<file path="config.mk">
export PLATFORM = sky130hd
export DESIGN_NAME = trng_byte_reader_flat
export DESIGN_NICKNAME = d
export VERILOG_FILES = /design/src/rtl/trng_byte_reader_if.sv /design/src/rtl/trng_byte_reader.sv /design/src/flat_wrapper.sv
export SDC_FILE = /design/constraint.sdc
export NUM_CORES = 1
export LEC_CHECK = 0
export ABC_AREA = 1
export ABC_CLOCK_PERIOD_IN_PS = 6350
export BUFFER_PORTS_ARGS = -buffer_cell sky130_fd_sc_hd__buf_2
export CAP_MARGIN = 30
export CELL_PAD_IN_SITES_DETAIL_PLACEMENT = 2
export CELL_PAD_IN_SITES_GLOBAL_PLACEMENT = 2
export CORE_MARGIN = 4
export CORE_UTILIZATION = 43
export DETAILED_ROUTE_END_ITERATION = 8
export GPL_TIMING_DRIVEN = 0
export HOLD_SLACK_MARGIN = 0.08
export PLACE_DENSITY_LB_ADDON = 0.1
export SYNTH_ARGS = -nofsm -noshare
export SYNTH_HDL_FRONTEND = slang
export SYNTH_SLANG_ARGS = --single-unit
export TNS_END_PERCENT = 100
</file>
<file path="constraint.sdc">
create_clock -name clk -period 6.35 [get_ports clk]
set_input_delay 0.9525 -clock clk [delete_from_list [all_inputs] [get_ports clk]]
set_output_delay 0.9525 -clock clk [all_outputs]
set_load 0.02 [all_outputs]
</file>
<file path="src/rtl/trng_byte_reader_if.sv">
// Byte stream carrying sampled TRNG bytes from the reader to a consumer.
// Show-ahead valid/ready: data is the FIFO head whenever valid is high.
interface trng_byte_reader_if;
  logic [7:0] m_data;
  logic       m_valid;
  logic       m_ready;

  modport master (
    output m_data,
    output m_valid,
    input  m_ready
  );

  modport slave (
    input  m_data,
    input  m_valid,
    output m_ready
  );
endinterface

</file>
<file path="src/rtl/trng_byte_reader.sv">
// Decimating sampler for the trng_core byte bus: warm-up discard after enable,
// FIFO buffering with show-ahead stream output, and sticky/counted overflow drops.
module trng_byte_reader #(
  parameter int unsigned SAMPLE_DIV     = 500,
  parameter int unsigned WARMUP_SAMPLES = 4,
  parameter int unsigned FIFO_AW        = 4
) (
  input  logic                   clk,
  input  logic                   rstn,
  input  logic                   en,
  input  logic [7:0]             rnddata,
  trng_byte_reader_if.master     m_stream,
  output logic [FIFO_AW:0]       fifo_level,
  output logic                   overflow,
  output logic [15:0]            drop_cnt,
  input  logic                   clr_drop
);

  localparam int unsigned Depth    = 2 ** FIFO_AW;
  localparam int unsigned DivW     = $clog2(SAMPLE_DIV);
  localparam int unsigned WarmW    = (WARMUP_SAMPLES > 1) ? $clog2(WARMUP_SAMPLES) : 1;
  localparam int unsigned WarmLast = (WARMUP_SAMPLES > 0) ? WARMUP_SAMPLES - 1 : 0;

  localparam logic [DivW-1:0]  DivLastVal  = DivW'(SAMPLE_DIV - 1);
  localparam logic [WarmW-1:0] WarmLastVal = WarmW'(WarmLast);
  localparam logic [FIFO_AW:0] FullLevel   = (FIFO_AW + 1)'(Depth);

  typedef enum logic [1:0] {
    StIdle,
    StWarmup,
    StRun
  } state_e;

  state_e            state_q, state_d;
  logic [DivW-1:0]   div_q, div_d;
  logic [WarmW-1:0]  warm_q, warm_d;
  logic              tick;
  logic              sample_push;

  logic [7:0]         mem_q [Depth];
  logic [FIFO_AW-1:0] wr_ptr_q, wr_ptr_d;
  logic [FIFO_AW-1:0] rd_ptr_q, rd_ptr_d;
  logic [FIFO_AW:0]   level_q, level_d;
  logic [7:0]         hold_q, hold_d;
  logic               full, empty, pop, push_ok, drop;

  logic               overflow_q, overflow_d;
  logic [15:0]        drop_cnt_q, drop_cnt_d;
  logic [15:0]        drop_base;

  // ---------------------------------------------------------------------------
  // Sample-rate divider and enable/warm-up sequencing
  // ---------------------------------------------------------------------------
  always_comb begin
    tick = (state_q != StIdle) && (div_q == DivLastVal);
  end

  always_comb begin
    state_d     = state_q;
    div_d       = div_q;
    warm_d      = warm_q;
    sample_push = 1'b0;

    if (state_q != StIdle) begin
      div_d = tick ? '0 : div_q + 1'b1;
    end

    unique case (state_q)
      StIdle: begin
        div_d  = '0;
        warm_d = '0;
        if (en) begin
          state_d = (WARMUP_SAMPLES > 0) ? StWarmup : StRun;
        end
      end
      StWarmup: begin
        // Warm-up ticks only advance the counter; the sample is thrown away.
        if (tick) begin
          if (warm_q == WarmLastVal) begin
            state_d = StRun;
            warm_d  = '0;
          end else begin
            warm_d = warm_q + 1'b1;
          end
        end
      end
      StRun: begin
        sample_push = tick;
      end
      default: begin
        state_d = StIdle;
      end
    endcase

    // Disable wins over everything else, but a coincident tick above still acts.
    if (!en) begin
      state_d = StIdle;
      div_d   = '0;
      warm_d  = '0;
    end
  end

  always_ff @(posedge clk or negedge rstn) begin
    if (!rstn) begin
      state_q <= StIdle;
      div_q   <= '0;
      warm_q  <= '0;
    end else begin
      state_q <= state_d;
      div_q   <= div_d;
      warm_q  <= warm_d;
    end
  end

  // ---------------------------------------------------------------------------
  // Sample FIFO
  // ---------------------------------------------------------------------------
  always_comb begin
    full    = (level_q == FullLevel);
    empty   = (level_q == '0);
    pop     = !empty && m_stream.m_ready;
    // A pop frees the head slot in the same cycle, so a full FIFO can still accept.
    push_ok = sample_push && (!full || pop);
    drop    = sample_push && full && !pop;
  end

  always_comb begin
    wr_ptr_d = push_ok ? wr_ptr_q + 1'b1 : wr_ptr_q;
    rd_ptr_d = pop ? rd_ptr_q + 1'b1 : rd_ptr_q;
    level_d  = level_q;
    if (push_ok && !pop) begin
      level_d = level_q + 1'b1;
    end else if (pop && !push_ok) begin
      level_d = level_q - 1'b1;
    end
    hold_d = empty ? hold_q : mem_q[rd_ptr_q];
  end

  always_ff @(posedge clk) begin
    if (push_ok) begin
      mem_q[wr_ptr_q] <= rnddata;
    end
  end

  always_ff @(posedge clk or negedge rstn) begin
    if (!rstn) begin
      wr_ptr_q <= '0;
      rd_ptr_q <= '0;
      level_q  <= '0;
      hold_q   <= 8'h00;
    end else begin
      wr_ptr_q <= wr_ptr_d;
      rd_ptr_q <= rd_ptr_d;
      level_q  <= level_d;
      hold_q   <= hold_d;
    end
  end

  // ---------------------------------------------------------------------------
  // Drop statistics
  // ---------------------------------------------------------------------------
  always_comb begin
    drop_base  = clr_drop ? 16'h0000 : drop_cnt_q;
    drop_cnt_d = (drop && (drop_base != 16'hFFFF)) ? drop_base + 16'd1 : drop_base;
    overflow_d = (overflow_q && !clr_drop) || drop;
  end

  always_ff @(posedge clk or negedge rstn) begin
    if (!rstn) begin
      overflow_q <= 1'b0;
      drop_cnt_q <= 16'h0000;
    end else begin
      overflow_q <= overflow_d;
      drop_cnt_q <= drop_cnt_d;
    end
  end

  // ---------------------------------------------------------------------------
  // Outputs
  // ---------------------------------------------------------------------------
  // When empty, m_data keeps showing the last head value instead of stale RAM.
  assign m_stream.m_valid = !empty;
  assign m_stream.m_data  = empty ? hold_q : mem_q[rd_ptr_q];
  assign fifo_level       = level_q;
  assign overflow         = overflow_q;
  assign drop_cnt         = drop_cnt_q;

endmodule

</file>
<file path="src/flat_wrapper.sv">
// flat-port wrapper written by rule: the top's interface ports become plain ports
module trng_byte_reader_flat 
#(
  parameter int unsigned SAMPLE_DIV     = 500,
  parameter int unsigned WARMUP_SAMPLES = 4,
  parameter int unsigned FIFO_AW        = 4
)
  (clk, rstn, en, rnddata, fifo_level, overflow, drop_cnt, clr_drop, m_stream_m_data, m_stream_m_valid, m_stream_m_ready);
  trng_byte_reader_if m_stream_i ();
  input  logic clk;
  input  logic rstn;
  input  logic en;
  input  logic [7:0] rnddata;
  output logic [FIFO_AW:0] fifo_level;
  output logic overflow;
  output logic [15:0] drop_cnt;
  input  logic clr_drop;
  output wire logic [$bits(m_stream_i.m_data)-1:0] m_stream_m_data;
  output wire logic [$bits(m_stream_i.m_valid)-1:0] m_stream_m_valid;
  input wire logic [$bits(m_stream_i.m_ready)-1:0] m_stream_m_ready;
  assign m_stream_m_data = m_stream_i.m_data;
  assign m_stream_m_valid = m_stream_i.m_valid;
  assign m_stream_i.m_ready = m_stream_m_ready;
  trng_byte_reader #(.SAMPLE_DIV(SAMPLE_DIV), .WARMUP_SAMPLES(WARMUP_SAMPLES), .FIFO_AW(FIFO_AW)) u_core (.clk(clk), .rstn(rstn), .en(en), .rnddata(rnddata), .m_stream(m_stream_i), .fifo_level(fifo_level), .overflow(overflow), .drop_cnt(drop_cnt), .clr_drop(clr_drop));
endmodule
</file>
==> reports/results.env <==
RSZ0062_AT_GRT='false'
SW_FRAC_OF_TOTAL_PCT=39.17
FF_LATCH_AREA_UM2=5120
SYNTH.MOST_COMMON_CELL='nor2_1'
DRT_ITER0_DRC=463
CP-ENDPOINT='m_stream_m_data[6]'
GRT-OVFL-TOTAL=0
POSTROUTEANTENNANETS=0
WL_PER_CELL_UM=24.84
CRITICAL_PATH.STARTPOINT='u_core.rd_ptr_q[0]'
CRITICAL_PATH.MAX_FANOUT=10
NUM_VIAS=6340
NUMBER_OF_MAX_SLEW_VIOLATIONS_IN_THE_FINAL_REPORT=0
TOP_LEVEL_PORTS=44
REG2REG_FROM='u_core.fifo_level[0]'
TIMING.CRITICAL_PATH.TO_TYPE='output pin'
WHS_NS=0.4828
P_LEAK_nW=3.743
SETUP-VIOLATIONS-FINAL=0
GRT_MAX_DEGREE=29
SEQ_AREA_FRAC_SYNTH_PCT=62.27
GLOBAL_ROUTE_WIRE_LENGTH_BEFORE_REPAIR_UM=43460
SYNTH_COMMONEST_CELLS='nor2_1 (183), nand2_1 (132), edfxtp_1 (128), nand3_1 (72), o21ai_0 (70)'
CPMAXSTAGEDELAYCELL='clkbuf_1'
DIE_AREA_UM2=21400
CRIT_TOP_CELL='nand2_1'
GRT_PASS1_VIAS=7205
OUTCOME='complete, no violations'
GRT_ANTENNA_BEFORE_REPAIR=0
AREA_OF_COMBINATIONAL_CELLS_WITH_MULTIPLE_INPUTS_UM2=2749
POSTCTSSETUPREPAIRBUFS=0
CTS_HOLD_BUFFERS=0
DRIVE_ABOVE_1_SHARE_PCT=14.56
DETAILED_PLACE_HPWL_UM=18830
POSTSYNTHCELLCOUNT=813
DETAIL_ROUTE.FIRST_PASS.ITERATIONS=4
REPORT.FINAL.HOLD_VIOL_COUNT=0
POSTSYNTH.TOPFLOPCELL='edfxtp_1'
START_UTIL_PCT=43.81
TIMING.REG2REG.SETUP_SLACK_NS=3.31
DRC=0
HTREE_NUM_LEVELS=4
CORE.ROWCOUNT=50
MAX_SLEW_MARGIN_PCT=30.54
TIMING.SETUP.CRITICAL_PATH_CLASS='reg -> out'
PEAKVDDDROP_mV=0.2313
DIE_Y_UM=146.3
POWER.NET_SWITCHING_mW=1.493
TRITONCTS_CLOCK_TREE='done'
REG2REGPATHDEPTH=12
SYNTHTOLAYOUTAREAGROWTH_PCT=14.38
INSERTEDDIODECOUNT=0
VIAS_PER_CELL=5.626
LAYOUT.NETS=906
YS_WARN_COUNT=0
R2R_END='u_core.fifo_level[3]'
WORST_SKEW_PAIR.LATE_LATENCY_NS=0.44
HOLD_PATH.CLASS='reg -> reg'
DATA_REQUIRED_TIME_AT_THE_WORST_ENDPOINT_NS=5.40
CLK_PIN_SLEW_NS=0.07
TOTALWIRELENGTH_UM=28000
ARRIVAL_TIME_OF_DATA_AT_THE_CRITICAL_PATH_ENDPOINT_NS=2.75
CTS_RESIZED=0
GP_ROUTABILITY_CONGESTION=0.8421
GRT_UTIL_ALL_LAYERS_PCT=26.80
CTSROOTBUFFERMASTER='clkbuf_16'
PORTBUFFERS=42
FIN_WORST_SKEW_NS=0.006233
SYNTH_TOP_AREA_SHARE_PCT=46.75
FILLERINSTANCES=1956
CP_PEAK_STAGE_DELAY_NS=0.48
P_PER_AREA_nW_PER_UM2=405.3
TIGHTESTPINTRANSITION_NS=1.038
ASYNC_RESET_FF_SHARE_PCT=28.49
MAXCLOCKFREQUENCY_GHz=0.2702
CP_CELL_SEQUENCE='inv_2, buf_2, clkbuf_1, o21ai_0, nand3_1, nand3_1, nand2_1, nand2_1, nand2_1, buf_2'
YOSYS.CELL_TYPES.COUNT=39
POST-ROUTE-PERIOD-UTIL_PCT=58.27
SYNTH_TOP_CELLS_BY_AREA='edfxtp_1 (47%), dfrtp_1 (16%), nor2_1 (8.4%)'
FINAL_PERIOD_MINUS_WORST_SETUP_SLACK_NS=3.700
POWER.SHARE.CLOCK_PCT=29.4
P_INT_mW=2.319
SYNTHESIS.AREA_PER_INSTANCE_UM2=10.11
SYN-CELL-AREA_UM2=8222
DIE_X_UM=146.3
SEQPWRFRAC_PCT=36.0
POWER.SHARE.COMBINATIONAL_PCT=34.6
NUMBER_OF_ENABLE_TYPE_REGISTER_CELLS_IN_THE_SYNTHESIZED_NETLIST=128
POSTSYNTHREGISTERBITS=179
SETUP.WORST_PATH.START_CLASS='flop'
MAX-CLOCK-PATH-BUFFERS=2
TIMING.SETUP.TNS_NS=0
TIMING.MAX_CAP.VIOLATIONS=0
SYN_NETS=839
CORE-AREA_UM2=18770
CTS_MADE_BUFFERS=17
CTS_SINKS=179
SYNTH_LARGEST_AREA_CELL='edfxtp_1'
==> worst min-delay path by stage <==
| stage | startpoint | slack (ns) | cells after the start | end |
|---|---|---|---|---|
| 6_report | u_core.hold_q[1] | 0.48 | 2 | u_core.hold_q[1] |
| 3_3_place_gp | u_core.div_q[0] | 0.45 | 1 | u_core.div_q[0] |
| 5_1_grt | u_core.hold_q[1] | 0.50 | 2 | u_core.hold_q[1] |
| 3_5_place_dp | u_core.hold_q[1] | 0.47 | 2 | u_core.hold_q[1] |
| 4_1_cts | u_core.hold_q[1] | 0.48 | 2 | u_core.hold_q[1] |
| 2_1_floorplan | u_core.div_q[0] | 0.43 | 1 | u_core.div_q[0] |
==> sequential cells by signal, indices dropped and copies added, names as in the netlist <==
register           count
u_core.hold_q          8
u_core.wr_ptr_q        4
u_core.mem_q         128
u_core.rd_ptr_q        4
u_core.overflow        1
u_core.fifo_level      5
u_core.state_q         2
u_core.warm_q          2
u_core.drop_cnt       16
u_core.div_q           9
==> worst max-delay path, delay by kind of cell, from the launching register on <==
family	cells	cell delay, ns
compound gates	1	0.35
buf+inv	4	0.96
flops	1	0.47
simple gates	5	0.52
==> per-layer routing <==
layer	track usage, %	part of all wire, %
met1	31.32	39
met2	48.71	53
met3	4.097	3.2
met4	11.81	3.9
met5	0	0
==> cells by family after synthesis <==
| family | synth area share [%] |
|---|---|
| xor gates and xnor gates | 2.130 |
| DFF | 62.27 |
| and+or+nand+nor | 23.36 |
| AOI/OAI and AO/OA | 5.875 |
| buffers and inverters | 4.291 |
| adders and majority gates | 2.070 |
==> metrics by stage <==
step | std cells | setup slack, ns | power, mW | area (um2) | utilization, %
after floorplan | 813 | 3.798 | 2.175 | 8222 | -
after global placement | 1089 | 3.415 | 2.579 | 8725 | 46.49
after detailed placement | 1092 | 3.210 | 2.677 | 8763 | 46.69
after CTS | 1124 | 2.700 | 3.828 | 9378 | 49.97
after global routing | 1127 | 2.524 | 4.020 | 9404 | 50.11
final | 1127 | 2.650 | 3.811 | 9404 | 50.11
==> layout by cell type, fill, tap and decap left out, types with 6 or more instances in the layout <==
master / netlist / final
nand4_1: 13 / 13
inv_1: 43 / 43
nand2_2: 6 / 6
buf_2: 11 / 53
nand3_1: 72 / 72
clkbuf_16: 0 / 17
dfrtp_1: 51 / 51
o211ai_1: 8 / 8
xor2_1: 16 / 16
o21ai_0: 70 / 70
edfxtp_1: 128 / 128
ha_1: 12 / 12
clkbuf_1: 10 / 10
nor2_2: 9 / 9
nor2_4: 6 / 6
nand2_1: 132 / 132
nor2_1: 183 / 183
==> power groups by stage <==
| stage | Sequential [mW] | Combinational [mW] | Clock (mW) |
|---|---|---|---|
| after global routing | 1.38 | 1.46 | 1.18 |
| final | 1.37 | 1.32 | 1.12 |
| after floorplan | 1.40 | 0.775 | 0 |
| after global placement | 1.39 | 1.19 | 0 |
| after CTS | 1.37 | 1.32 | 1.13 |
| after detailed placement | 1.40 | 1.28 | 0 |
==> final cells by class <==
type | instances | share of cell area (%)
buffer | 30 | 1.703
timing repair buffer | 48 | 2.927
sequential | 179 | 54.44
multi-input combinational | 554 | 29.23
inverter | 50 | 2.049
tap | 234 | 3.113
clock inverter | 14 | 1.863
clock buffer | 18 | 4.670
Note: power is estimated with default switching activity, not from simulation.
